$ cat src/rtl/mult_seq_ctrl_if.sv
// Bundle between mult_seq_ctrl and its environment: configuration, register-file
// ports, asynchronous-unit handshake and multiplier operands/result.
interface mult_seq_ctrl_if #(
  parameter int unsigned DATA_W = 32,
  parameter int unsigned ITER_W = 4
);
  logic              start;
  logic [3:0]        src_a_addr;
  logic [3:0]        src_b_addr;
  logic [3:0]        tmp_addr;
  logic [3:0]        dst_addr;
  logic [ITER_W-1:0] iter_count;
  logic [3:0]        rd_addr;
  logic              rd_en;
  logic [DATA_W-1:0] rd_data;
  logic [3:0]        wr_addr;
  logic              wr_en;
  logic [DATA_W-1:0] wr_data;
  logic              req;
  logic              ack;
  logic [DATA_W-1:0] mul_rs;
  logic [DATA_W-1:0] mul_rm;
  logic [DATA_W-1:0] mul_result;
  logic              busy;
  logic              done;

  modport master (
    input  start, src_a_addr, src_b_addr, tmp_addr, dst_addr, iter_count,
    input  rd_data, ack, mul_result,
    output rd_addr, rd_en, wr_addr, wr_en, wr_data, req, mul_rs, mul_rm, busy, done
  );

  modport slave (
    output start, src_a_addr, src_b_addr, tmp_addr, dst_addr, iter_count,
    output rd_data, ack, mul_result,
    input  rd_addr, rd_en, wr_addr, wr_en, wr_data, req, mul_rs, mul_rm, busy, done
  );
endinterface

$ cat src/rtl/mult_seq_ctrl.sv
// Sequencer computing A*B^(N+1) through a register file and an external multiplier,
// with every register-file access gated by a 4-phase req/ack handshake.
module mult_seq_ctrl #(
  parameter int unsigned ITER_W = 4,
  parameter int unsigned DATA_W = 32
) (
  input  logic           clk,
  input  logic           rst_n,
  mult_seq_ctrl_if.master bus
);

  typedef enum logic [2:0] {
    StIdle, StRdA, StRdB, StWrTmp, StRdTmp, StWrDst, StRel, StDone
  } state_e;

  state_e            state_q, state_d, after_q, after_d;
  logic [3:0]        a_q, a_d, b_q, b_d, tmp_q, tmp_d, dst_q, dst_d;
  logic [ITER_W-1:0] n_q, n_d, cnt_q, cnt_d, cnt_inc;
  logic [DATA_W-1:0] rs_q, rs_d, rm_q, rm_d;

  logic              req, rd_en, wr_en, done;
  logic [3:0]        rd_addr, wr_addr;
  logic [DATA_W-1:0] wr_data;

  always_comb begin
    state_d = state_q;
    after_d = after_q;
    a_d     = a_q;
    b_d     = b_q;
    tmp_d   = tmp_q;
    dst_d   = dst_q;
    n_d     = n_q;
    cnt_d   = cnt_q;
    rs_d    = rs_q;
    rm_d    = rm_q;
    req     = 1'b0;
    rd_en   = 1'b0;
    wr_en   = 1'b0;
    done    = 1'b0;
    rd_addr = '0;
    wr_addr = '0;
    wr_data = '0;
    cnt_inc = cnt_q + ITER_W'(1);

    unique case (state_q)
      StIdle: begin
        if (bus.start) begin
          a_d     = bus.src_a_addr;
          b_d     = bus.src_b_addr;
          tmp_d   = bus.tmp_addr;
          dst_d   = bus.dst_addr;
          n_d     = bus.iter_count;
          cnt_d   = '0;
          state_d = StRdA;
        end
      end
      StRdA: begin
        req     = 1'b1;
        rd_en   = 1'b1;
        rd_addr = a_q;
        if (bus.ack) begin
          rs_d    = bus.rd_data;
          after_d = StRdB;
          state_d = StRel;
        end
      end
      StRdB: begin
        req     = 1'b1;
        rd_en   = 1'b1;
        rd_addr = b_q;
        if (bus.ack) begin
          rm_d    = bus.rd_data;
          after_d = (n_q != '0) ? StWrTmp : StWrDst;
          state_d = StRel;
        end
      end
      StWrTmp: begin
        req     = 1'b1;
        wr_en   = 1'b1;
        wr_addr = tmp_q;
        wr_data = bus.mul_result;
        if (bus.ack) begin
          after_d = StRdTmp;
          state_d = StRel;
        end
      end
      StRdTmp: begin
        req     = 1'b1;
        rd_en   = 1'b1;
        rd_addr = tmp_q;
        if (bus.ack) begin
          rs_d    = bus.rd_data;
          cnt_d   = cnt_inc;
          // cnt_q never exceeds n_q-1 here, so the increment cannot wrap.
          after_d = (cnt_inc < n_q) ? StWrTmp : StWrDst;
          state_d = StRel;
        end
      end
      StWrDst: begin
        req     = 1'b1;
        wr_en   = 1'b1;
        wr_addr = dst_q;
        wr_data = bus.mul_result;
        if (bus.ack) begin
          after_d = StDone;
          state_d = StRel;
        end
      end
      StRel: begin
        if (!bus.ack) state_d = after_q;
      end
      StDone: begin
        done    = 1'b1;
        state_d = StIdle;
      end
      default: state_d = StIdle;
    endcase
  end

  always_ff @(posedge clk or negedge rst_n) begin
    if (!rst_n) begin
      state_q <= StIdle;
      after_q <= StIdle;
      a_q     <= '0;
      b_q     <= '0;
      tmp_q   <= '0;
      dst_q   <= '0;
      n_q     <= '0;
      cnt_q   <= '0;
      rs_q    <= '0;
      rm_q    <= '0;
    end else begin
      state_q <= state_d;
      after_q <= after_d;
      a_q     <= a_d;
      b_q     <= b_d;
      tmp_q   <= tmp_d;
      dst_q   <= dst_d;
      n_q     <= n_d;
      cnt_q   <= cnt_d;
      rs_q    <= rs_d;
      rm_q    <= rm_d;
    end
  end

  // Outputs decode from state_q, so the asynchronous reset clears them at once.
  assign bus.req     = req;
  assign bus.rd_en   = rd_en;
  assign bus.rd_addr = rd_addr;
  assign bus.wr_en   = wr_en;
  assign bus.wr_addr = wr_addr;
  assign bus.wr_data = wr_data;
  assign bus.mul_rs  = rs_q;
  assign bus.mul_rm  = rm_q;
  assign bus.busy    = (state_q != StIdle);
  assign bus.done    = done;

endmodule

$ cat src/flat_wrapper.sv
// flat-port wrapper written by rule: the top's interface ports become plain ports
module mult_seq_ctrl_flat 
#(
  parameter int unsigned ITER_W = 4,
  parameter int unsigned DATA_W = 32
)
  (clk, rst_n, bus_start, bus_src_a_addr, bus_src_b_addr, bus_tmp_addr, bus_dst_addr, bus_iter_count, bus_rd_data, bus_ack, bus_mul_result, bus_rd_addr, bus_rd_en, bus_wr_addr, bus_wr_en, bus_wr_data, bus_req, bus_mul_rs, bus_mul_rm, bus_busy, bus_done);
  mult_seq_ctrl_if #(.DATA_W(DATA_W), .ITER_W(ITER_W)) bus_i ();
  input  logic clk;
  input  logic rst_n;
  input wire logic [$bits(bus_i.start)-1:0] bus_start;
  input wire logic [$bits(bus_i.src_a_addr)-1:0] bus_src_a_addr;
  input wire logic [$bits(bus_i.src_b_addr)-1:0] bus_src_b_addr;
  input wire logic [$bits(bus_i.tmp_addr)-1:0] bus_tmp_addr;
  input wire logic [$bits(bus_i.dst_addr)-1:0] bus_dst_addr;
  input wire logic [$bits(bus_i.iter_count)-1:0] bus_iter_count;
  input wire logic [$bits(bus_i.rd_data)-1:0] bus_rd_data;
  input wire logic [$bits(bus_i.ack)-1:0] bus_ack;
  input wire logic [$bits(bus_i.mul_result)-1:0] bus_mul_result;
  output wire logic [$bits(bus_i.rd_addr)-1:0] bus_rd_addr;
  output wire logic [$bits(bus_i.rd_en)-1:0] bus_rd_en;
  output wire logic [$bits(bus_i.wr_addr)-1:0] bus_wr_addr;
  output wire logic [$bits(bus_i.wr_en)-1:0] bus_wr_en;
  output wire logic [$bits(bus_i.wr_data)-1:0] bus_wr_data;
  output wire logic [$bits(bus_i.req)-1:0] bus_req;
  output wire logic [$bits(bus_i.mul_rs)-1:0] bus_mul_rs;
  output wire logic [$bits(bus_i.mul_rm)-1:0] bus_mul_rm;
  output wire logic [$bits(bus_i.busy)-1:0] bus_busy;
  output wire logic [$bits(bus_i.done)-1:0] bus_done;
  assign bus_i.start = bus_start;
  assign bus_i.src_a_addr = bus_src_a_addr;
  assign bus_i.src_b_addr = bus_src_b_addr;
  assign bus_i.tmp_addr = bus_tmp_addr;
  assign bus_i.dst_addr = bus_dst_addr;
  assign bus_i.iter_count = bus_iter_count;
  assign bus_i.rd_data = bus_rd_data;
  assign bus_i.ack = bus_ack;
  assign bus_i.mul_result = bus_mul_result;
  assign bus_rd_addr = bus_i.rd_addr;
  assign bus_rd_en = bus_i.rd_en;
  assign bus_wr_addr = bus_i.wr_addr;
  assign bus_wr_en = bus_i.wr_en;
  assign bus_wr_data = bus_i.wr_data;
  assign bus_req = bus_i.req;
  assign bus_mul_rs = bus_i.mul_rs;
  assign bus_mul_rm = bus_i.mul_rm;
  assign bus_busy = bus_i.busy;
  assign bus_done = bus_i.done;
  mult_seq_ctrl #(.ITER_W(ITER_W), .DATA_W(DATA_W)) u_core (.clk(clk), .rst_n(rst_n), .bus(bus_i));
endmodule
$ cat config.mk
export PLATFORM = sky130hd
export DESIGN_NAME = mult_seq_ctrl_flat
export DESIGN_NICKNAME = d
export VERILOG_FILES = /design/src/rtl/mult_seq_ctrl_if.sv /design/src/rtl/mult_seq_ctrl.sv /design/src/flat_wrapper.sv
export SDC_FILE = /design/constraint.sdc
export NUM_CORES = 1
export LEC_CHECK = 0
export BUFFER_PORTS_ARGS = -buffer_cell sky130_fd_sc_hd__buf_2
export CORE_ASPECT_RATIO = 1.75
export CORE_MARGIN = 2
export CORE_UTILIZATION = 40
export CTS_CLUSTER_DIAMETER = 30
export DETAILED_ROUTE_END_ITERATION = 8
export PLACE_DENSITY = 0.69
export SLEW_MARGIN = 20
export SYNTH_ARGS = -nofsm -noshare
export SYNTH_HDL_FRONTEND = slang
export SYNTH_SLANG_ARGS = --single-unit
$ cat constraint.sdc
create_clock -name clk -period 4.3 [get_ports clk]
set_input_delay 1.29 -clock clk [delete_from_list [all_inputs] [get_ports clk]]
set_output_delay 1.29 -clock clk [all_outputs]
set_load 0.05 [all_outputs]
==> flow_summary.json, run 1 <==
{
  "status": "finished, final reports clean",
  "postCtsSetupRepairBufs": 0,
  "drcViolationCount": 0,
  "synth_ff_type": "dfrtp_1",
  "drtIter0Drc": 66,
  "finalSetupTns_ns": 0,
  "yosys_warnings": 0,
  "die-area_um2": 12100,
  "setup_viol": 0,
  "start_util": 0.405,
  "synthCells": 325,
  "port_buffers": 196,
  "clockBufferDepth": 2,
  "dieHeight_um": 144,
  "period_share": 0.882,
  "use_met2": 0.341,
  "drtAntennaViolNets": 0,
  "drive_gt1_frac": 0.587,
  "hpwlAfterDp_mm": 8.23,
  "worstPathRequired_ns": 3.01,
  "ios": 197,
  "syn_to_final_growth_pct": 30.2,
  "synthAdderAreaFrac": 0.0112,
  "ys_ff_latch": 94,
  "h-tree-depth": 3,
  "grt-ovfl-total": 0,
  "worst_slew_pin_slew_ns": 1.01,
  "cts_tree": "yes",
  "synth_compound_area_frac": 0.0652,
  "avgSynthCellArea_um2": 13.8,
  "dieWidth_um": 83.9,
  "synth.top_cell.area_share": 0.526,
  "rsz0062_at_grt": "no",
  "synth-edff-count": 0,
  "synth_top_family_by_area": "multiplexers",
  "nNetsFinal": 612,
  "antenna_found_initial": 0,
  "yosys-top-cells-area": "dfrtp_1 (53%), mux2_4 (20%), mux2_2 (5.3%), and2_1 (4.8%), buf_6 (2.3%)",
  "grt_use_met1": 0.201,
  "cts_resized": 0,
  "grt_max_degree": 38,
  "grt.met3_usage": 0.0310,
  "hold_path.class": "reg2reg",
  "wl_per_cell_um": 16.5,
  "worst-setup-path-type": "reg2out",
  "diodes": 0,
  "async_flop_share": 1.00,
  "slew_headroom": 0.327,
  "drv_cap": 0,
  "synth_simple_gate_area_frac": 0.101,
  "rows": 51,
  "grt_pass1_wl_mm": 17.5,
  "cts_made_buffers": 9,
  "drv_slew": 0,
  "postCtsHoldBufs": 0,
  "ys_types": 44,
  "synth_xor_area_frac": 0.00392,
  "startpoint_type": "flip-flop",
  "setup_ws_ns": 0.510,
  "core-area_um2": 11000,
  "grt_usage": 0.183,
  "via_count": 3310,
  "gp_congestion": 0.914,
  "wl_mm": 10.8,
  "cts.sinks": 94,
  "finClkSkew_ns": 0.0113,
  "synth_top_area_cell": "dfrtp_1",
  "fmax_ghz": 0.264,
  "final-hold-violation-count": 0,
  "grt_pass1_vias": 3494,
  "clkTransAtPathRegs_ns": 0.07,
  "first_pass_iters": 4,
  "yosysSeqAreaShare": 0.526,
  "preCtsSetupSlack_ns": 0.874,
  "vias_per_cell": 5.04,
  "worstPathArrival_ns": 2.50,
  "crit_path_end_kind": "output port",
  "netlist_area_um2": 4470,
  "clockRootBuffer": "clkbuf_16",
  "top_usage_layer": "met2",
  "crit_fanout": 33,
  "clkLatencyLatePin_ns": 0.34,
  "min_period_ns": 3.79,
  "synth_fp_nets": 417,
  "synth.area.mux_share": 0.254
}
[kinds of logic after synthesis]
logic type,after synthesis
AOI/OAI and AO/OA,45
xor gates and xnor gates,2
adders and majority gates,4
buffers and inverters,24
DFF,94
muxes,81
and+or+nand+nor,75
[area by class of cell]
cell class / count / area, um^2
sequential: 94 / 2350
inverter: 5 / 18.8
multi-input combinational: 207 / 1950
tap: 132 / 165
clock inverter: 7 / 72.6
fill: 945 / 5220
timing repair buffer: 203 / 1040
clock buffer: 9 / 225
[state kept, by name (all words and copies together) (netlist names)]
signal,flops
u_core.a_q,4
u_core.bus.mul_rs,32
u_core.state_q,3
u_core.b_q,4
u_core.dst_q,4
u_core.n_q,4
u_core.tmp_q,4
u_core.cnt_q,4
u_core.bus.mul_rm,32
u_core.after_q,3
[worst paths after layout]
check / from / end / slack [ns] / cells after the start
max in group asynchronous: rst_n / u_core.cnt_q[0] / 2.65 / 2
min reg2reg: u_core.bus.mul_rm[25] / u_core.bus.mul_rm[25] / 0.51 / 1
min in group asynchronous: rst_n / u_core.bus.mul_rs[16] / 0.84 / 1
max reg2reg: u_core.state_q[2] / u_core.bus.mul_rs[1] / 1.65 / 4
max: u_core.state_q[2] / bus_wr_data[7] / 0.51 / 5
min: u_core.bus.mul_rm[25] / u_core.bus.mul_rm[25] / 0.51 / 1
[through the flow]
stage	cell area (um^2)	util	cells	hold slack, ns
finish	5820	0.527	657	0.506
global route	5820	0.527	657	0.522
detailed placement	5520	0.500	641	0.487
CTS	5820	0.527	657	0.510
global placement	5520	0.500	641	0.488
floorplan	4470	-	325	0.480
[per-layer routing]
| layer | wire (um) | part of all wire |
|---|---|---|
| met1 | 4070 | 0.38 |
| met2 | 5770 | 0.53 |
| met3 | 675 | 0.062 |
| met4 | 314 | 0.029 |
| met5 | 0 | 0 |
[critical path, stage by stage (launching register included)]
cell and delay [ns]:
dfrtp_1 0.66, inv_2 0.20, nor2_2 0.22, o21a_1 0.60, and2_1 0.23, buf_2 0.26
[cell usage in the layout, fill, tap and decap left out, types with 4 or more instances in the layout]
cell and instances:
clkbuf_16 9, mux2_4 60, o21ai_0 15, mux2_2 21
nand2_1 16, nor2b_1 5, and2_1 34, a22oi_1 9
dfrtp_1 94, ha_1 4, inv_1 4, buf_4 8
a21oi_1 7, nor2_1 5, buf_2 195
[synthesized netlist by cell type (2+ instances only)]
master / number
buf_6: 9
o21ai_0: 15
mux2_2: 21
nand2_1: 16
clkbuf_1: 4
o21a_1: 2
dfrtp_1: 94
and2_1: 34
mux2_4: 60
ha_1: 4
nor2b_1: 5
a21oi_1: 7
and2b_1: 2
a22o_1: 2
buf_2: 4
nor3b_1: 2
a31oi_1: 2
nor2_1: 5
a22oi_1: 9
inv_1: 4
Power of run 1 is not shown: default switching activity piles up to over one toggle a cycle in this logic, so the estimate is an artifact.
==> inputs of run 2 (changes only) <==
--- a/config.mk
+++ b/config.mk
@@ -5,7 +5,8 @@
 export SDC_FILE = /design/constraint.sdc
 export NUM_CORES = 1
 export LEC_CHECK = 0
-export BUFFER_PORTS_ARGS = -buffer_cell sky130_fd_sc_hd__buf_2
+export ABC_AREA = 1
+export BUFFER_PORTS_ARGS = -buffer_cell sky130_fd_sc_hd__buf_4
 export CORE_ASPECT_RATIO = 1.75
 export CORE_MARGIN = 2
 export CORE_UTILIZATION = 40
==> run 2 against run 1 <==
Effect of this change:
- sequential cell count unchanged
- final area increased by 7.8%
- via count increased by 18%
- largest cell class unchanged
==> flow_summary.json, run 2 <==
{
  "p_clk_frac": 0.145,
  "irDropWorstVdd_mv": 0.523,
  "crit_fanout": 32,
  "rr_startpoint": "u_core.state_q[1]",
  "dieHeight_um": 144,
  "crit_path_end_kind": "output port",
  "clockRootBuffer": "clkbuf_16",
  "vias_per_cell": 4.63,
  "drtAntennaViolNets": 0,
  "cts_resized": 0,
  "path_cells": "nand3_1 -> nand2_1 -> inv_2 -> nor2_1 -> buf_4",
  "period_share": 0.767,
  "slew_headroom": 0.373,
  "via_count": 3900,
  "drive_gt1_frac": 0.398,
  "combPwrFrac": 0.585,
  "worstPathRequired_ns": 3.01,
  "startpoint": "u_core.state_q[0]",
  "netlist_area_um2": 4460,
  "slowest_delay_ns": 0.46,
  "postCtsSetupRepairBufs": 0,
  "wl_mm": 11.1,
  "startpoint_type": "flip-flop",
  "worst-path-buf-inv": 2,
  "critical_path.top_delay_family": "buffers and inverters",
  "grt_max_degree": 61,
  "power_density_nw_per_um2": 895,
  "fmax_ghz": 0.303,
  "rsz0062_at_grt": "no",
  "port_buffers": 196,
  "final_cell_mix": "buf_4 (201), nand2_1 (145), dfrtp_1 (94), inv_1 (87), o21ai_2 (51)",
  "wl_per_cell_um": 13.2,
  "grt_pass1_vias": 3751,
  "min_period_ns": 3.30,
  "clockBufferDepth": 2,
  "synth.top_cell.area_share": 0.527,
  "die-area_um2": 12100,
  "clkTransAtPathRegs_ns": 0.07,
  "place_area_um2": 5970,
  "status": "finished, final reports clean",
  "cts_tree": "yes",
  "antenna_found_initial": 0,
  "cell_internal_pwr_uw": 2720,
  "fin_cells": 843,
  "synth_ff_type": "dfrtp_1",
  "h-tree-depth": 3,
  "layout_commonest_cell": "buf_4",
  "synth-edff-count": 0,
  "worst_slew_pin_slew_ns": 0.937,
  "avgSynthCellArea_um2": 8.69,
  "drtIter0Drc": 172,
  "finClkSkew_ns": 0.00654,
  "grt_usage": 0.184,
  "hold_start": "u_core.a_q[2]",
  "sequentialPowerShare": 0.271,
  "yosys_warnings": 0,
  "syn_to_final_growth_pct": 40.6,
  "finalSetupTns_ns": 0,
  "worst-setup-path-type": "reg2out",
  "synthCells": 514,
  "yosys-top-cells-area": "dfrtp_1 (53%), nand2_1 (12%), o21ai_2 (10%), inv_1 (7.3%), nor2_1 (3.4%)",
  "core-area_um2": 11000,
  "cts.sinks": 94,
  "drv_cap": 0,
  "clkLatencyLatePin_ns": 0.33,
  "worstPathArrival_ns": 2.01,
  "cts_made_buffers": 9,
  "p_sw_frac": 0.515,
  "synth_top_area_cell": "dfrtp_1",
  "gp_congestion": 0.838,
  "p_sw_uw": 2890,
  "crit_slowest_cell": "dfrtp_1",
  "first_pass_iters": 4,
  "grt_pass1_wl_mm": 17.8,
  "leakagePower_uw": 0.00352,
  "drcViolationCount": 0,
  "rows": 51,
  "ys_ff_latch": 94,
  "ios": 197,
  "postCtsHoldBufs": 0,
  "nNetsFinal": 799,
  "final_area_um2": 6280,
  "final_util": 0.572,
  "dp.cells": 828,
  "final-hold-violation-count": 0,
  "hpwlAfterDp_mm": 8.48,
  "drv_slew": 0,
  "grt-ovfl-total": 0,
  "start_util": 0.407,
  "async_flop_share": 1.00,
  "dieWidth_um": 83.9,
  "yosysSeqAreaShare": 0.527,
  "yosysMostFrequentCell": "nand2_1",
  "synth_fp_nets": 606,
  "diodes": 0,
  "hold_path.class": "reg2reg",
  "synth_common_cells": "nand2_1 (145), dfrtp_1 (94), inv_1 (87)",
  "ys_types": 25,
  "setup_viol": 0
}
==> run 2: cell types whose count changed in the layout (fill, tap and decap cells not counted), moves of 10 or more <==
cell and change:
nand3_1 +10, o21ai_2 +51, buf_4 +193, mux2_2 -21, buf_2 -195, nor2_1 +36, mux2_4 -60, nand2_1 +129
and2_1 -33, inv_1 +83
==> run 2: cell type report <==
class                   instances  area, um^2
repair buffers                201        1510
inverters                      94         353
fillers                       984        4700
flip-flops and latches         94        2350
well taps                     132         165
clock inverters                 4        53.8
clock buffers                  11         253
multi-input cells             307        1590
==> run 2: stage by stage <==
stage          worst slack [ns]  hold WS, ns  power (uW)
5_1_grt                   0.870        0.501        5950
6_report                   1.00        0.477        5620
3_5_place_dp               1.27        0.464        4840
2_1_floorplan              1.00        0.442        3910
3_3_place_gp               1.29        0.457        4780
4_1_cts                    1.01        0.481        5670
==> run 2: routing by layer <==
layer / up-vias / global-route usage / routed length (um)
met2: 119 / 0.320 / 5890
met1: 1801 / 0.221 / 4390
met5: - / 0 / 0
met3: 20 / 0.0304 / 523
met4: 0 / 0.0866 / 333
li1: 1960 / - / -
==> run 2: worst register-to-register path: stages, from the launching register on <==
cell	delay, ns
dfrtp_1	0.42
inv_2	0.08
nand2_2	0.07
nor2_2	0.09
o21ai_4	0.77
buf_4	0.54
nand2_1	0.14
o21ai_2	0.08
==> run 2: power groups by stage <==
stage / Sequential, uW / Combinational, uW / Clock (uW)
3_5_place_dp: 1530 / 3310 / 0
3_3_place_gp: 1520 / 3260 / 0
2_1_floorplan: 2450 / 1460 / 0
6_report: 1520 / 3280 / 812
4_1_cts: 1520 / 3310 / 832
5_1_grt: 1570 / 3510 / 864
==> run 2: cell families (layout without fill, tap and decap cells) <==
family / Yosys count / after routing / share of synthesized area
flip-flops: 94 / 94 / 0.527
XOR/XNOR: 2 / 2 / 0.00392
adder cells (fa/ha/maj): 4 / 4 / 0.0112
buffers and inverters: 113 / 310 / 0.117
AO/OA/AOI/OAI: 92 / 92 / 0.152
AND/OR/NAND/NOR: 209 / 209 / 0.189
==> run 2: path summary, 6_finish.rpt <==
kind	to	slack, ns	cells after the start
max	bus_wr_data[9]	1.00	5
max reg2reg	u_core.bus.mul_rs[19]	2.03	7
min	u_core.a_q[2]	0.48	2
min in group asynchronous	u_core.tmp_q[1]	1.02	1
max in group asynchronous	u_core.n_q[0]	2.54	2
min reg2reg	u_core.a_q[2]	0.48	2
(Power assumes the default switching activity.)
==> inputs of run 3 (changes only) <==
--- a/config.mk
+++ b/config.mk
@@ -5,7 +5,7 @@
 export SDC_FILE = /design/constraint.sdc
 export NUM_CORES = 1
 export LEC_CHECK = 0
-export ABC_AREA = 1
+export ABC_AREA = 0
 export BUFFER_PORTS_ARGS = -buffer_cell sky130_fd_sc_hd__buf_4
 export CORE_ASPECT_RATIO = 1.75
 export CORE_MARGIN = 2
==> constraint.sdc (replaced) <==
create_clock -name clk -period 3.3 [get_ports clk]
set_input_delay 0.99 -clock clk [delete_from_list [all_inputs] [get_ports clk]]
set_output_delay 0.99 -clock clk [all_outputs]
set_load 0.05 [all_outputs]
==> run 3 against run 2 <==
Effect of this change:
- global-route usage increased by 1.2 points
- register-to-register slack lost 1.2 ns
- clock skew rose by 0.0026 ns
- total power up 38%
- worst hold slack better by 0.030 ns
- non-clock buffer count up 3
- routed wire length increased by 2.3%
- clock power up 21%
- setup slack worse by 0.67 ns
==> flow_summary.json, run 3 (same netlist as run 1, synthesis figures left out) <==
{
  "wl_mm": 11.4,
  "finClkSkew_ns": 0.00914,
  "hold_path.class": "reg2reg",
  "setup.worst_path.end": "bus_wr_data[5]",
  "slew_headroom": 0.279,
  "drtIter0Drc": 66,
  "fin_cells": 658,
  "drv_cap": 0,
  "grt_use_met1": 0.220,
  "crit_path_end_kind": "output port",
  "layout_commonest_cell": "buf_4",
  "dieHeight_um": 144,
  "crit_fanout": 33,
  "nNetsFinal": 613,
  "finalSetupTns_ns": 0,
  "grt_pass1_wl_mm": 18.4,
  "worstPathRequired_ns": 2.31,
  "gp_congestion": 0.859,
  "preCtsSetupSlack_ns": 0.535,
  "p_total_uw": 7720,
  "postCtsHoldBufs": 0,
  "status": "finished, final reports clean",
  "drv_slew": 0,
  "power_density_nw_per_um2": 1220,
  "fill_cells": 925,
  "startpoint": "u_core.state_q[1]",
  "worst-setup-path-type": "reg2out",
  "hpwlAfterDp_mm": 8.67,
  "worstPathArrival_ns": 1.98,
  "clkLatencyLatePin_ns": 0.33,
  "final_util": 0.572,
  "rows": 51,
  "vias_per_cell": 5.07,
  "final_cell_mix": "buf_4 (203), dfrtp_1 (93), mux2_4 (60), and2_1 (34), mux2_2 (21)",
  "setup_viol": 0,
  "wl_per_cell_um": 17.3,
  "grt_max_degree": 51,
  "leakagePower_uw": 0.00318,
  "top_usage_layer": "met2",
  "cts.sinks": 94,
  "drive_gt1_frac": 0.587,
  "cts_made_buffers": 9,
  "clockBufferDepth": 2,
  "clkTransAtPathRegs_ns": 0.07,
  "core-area_um2": 11000,
  "r2r_cells": 5,
  "syn_to_final_growth_pct": 41.3,
  "via_count": 3339,
  "grt-ovfl-total": 0,
  "cts_tree": "yes",
  "min_period_ns": 2.97,
  "grt_usage": 0.196,
  "startpoint_type": "flip-flop",
  "period_share": 0.899,
  "die-area_um2": 12100,
  "grt.met3_usage": 0.0448,
  "ios": 197,
  "first_pass_iters": 4,
  "final-hold-violation-count": 0,
  "rr_startpoint": "u_core.state_q[2]",
  "fmax_ghz": 0.337,
  "diodes": 0,
  "port_buffers": 196,
  "grt_pass1_vias": 3576,
  "antenna_found_initial": 0,
  "irDropWorstVdd_mv": 0.753,
  "start_util": 0.405,
  "postCtsSetupRepairBufs": 0,
  "drtAntennaViolNets": 0,
  "clockRootBuffer": "clkbuf_16",
  "h-tree-depth": 3,
  "dieWidth_um": 83.9,
  "use_met2": 0.355,
  "reg2reg_slack_ns": 0.82,
  "regToRegEndpoint": "u_core.bus.mul_rs[7]",
  "worst_slew_pin_slew_ns": 1.08,
  "dp.cells": 642,
  "rsz0062_at_grt": "no",
  "setup_ws_ns": 0.333,
  "drcViolationCount": 0,
  "holdPathStages": 1
}
[run 3: changes by cell type in the layout (fill, tap and decap cells not counted), moves of 5 or more]
cell / delta
a21oi_1: +5
a22oi_1: +9
and2_1: +33
inv_1: -83
inv_2: -6
mux2_2: +21
mux2_4: +60
nand2_1: -129
nand3_1: -10
nor2_1: -36
nor2b_1: +5
o21ai_0: -9
o21ai_2: -51
[run 3: what timing repair did]
item                                    CTS  global route
endpoints found under the setup margin    0             8
endpoints found under the hold margin     0             0
gates resized for setup                   0             1
[run 3: metal layers]
layer,routed length [um],vias up
met5,0,-
met4,325,0
met3,737,21
met2,6120,166
met1,4220,1626
li1,-,1526
[run 3: final cells by class]
class | count | area, um^2 | area share
Sequential cell | 94 | 2350 | 0.373
Multi-Input combinational cell | 207 | 1950 | 0.309
Timing Repair Buffer | 204 | 1540 | 0.244
Clock buffer | 11 | 243 | 0.0384
Tap cell | 132 | 165 | 0.0261
Clock inverter | 5 | 42.5 | 0.00673
Inverter | 5 | 18.8 | 0.00297
[run 3: how the worst min path moves through the flow]
| stage | slack, ns | from | endpoint |
|---|---|---|---|
| 3_3_place_gp | 0.49 | u_core.b_q[3] | u_core.b_q[3] |
| 3_5_place_dp | 0.49 | u_core.bus.mul_rs[13] | u_core.bus.mul_rs[13] |
| 4_1_cts | 0.51 | u_core.bus.mul_rs[21] | u_core.bus.mul_rs[21] |
| 2_1_floorplan | 0.48 | u_core.b_q[0] | u_core.b_q[0] |
| 5_1_grt | 0.52 | u_core.b_q[3] | u_core.b_q[3] |
| 6_report | 0.51 | u_core.bus.mul_rs[21] | u_core.bus.mul_rs[21] |
[run 3: power by group]
group	internal, uW	switching (uW)
Clock	541	444
Combinational	1750	2840
Sequential	1730	418
[run 3: critical path, cell delays in order, from the launching register on]
cell     delay, ns
dfrtp_1       0.62
and2b_1       0.27
o21a_1        0.14
buf_4         0.24
and2_1        0.17
buf_4         0.19
[run 3: through the flow]
step / hold WS [ns] / instance area, um^2
2_1_floorplan: 0.480 / 4470
5_1_grt: 0.525 / 6320
3_5_place_dp: 0.494 / 6030
4_1_cts: 0.512 / 6320
3_3_place_gp: 0.491 / 6030
6_report: 0.507 / 6320
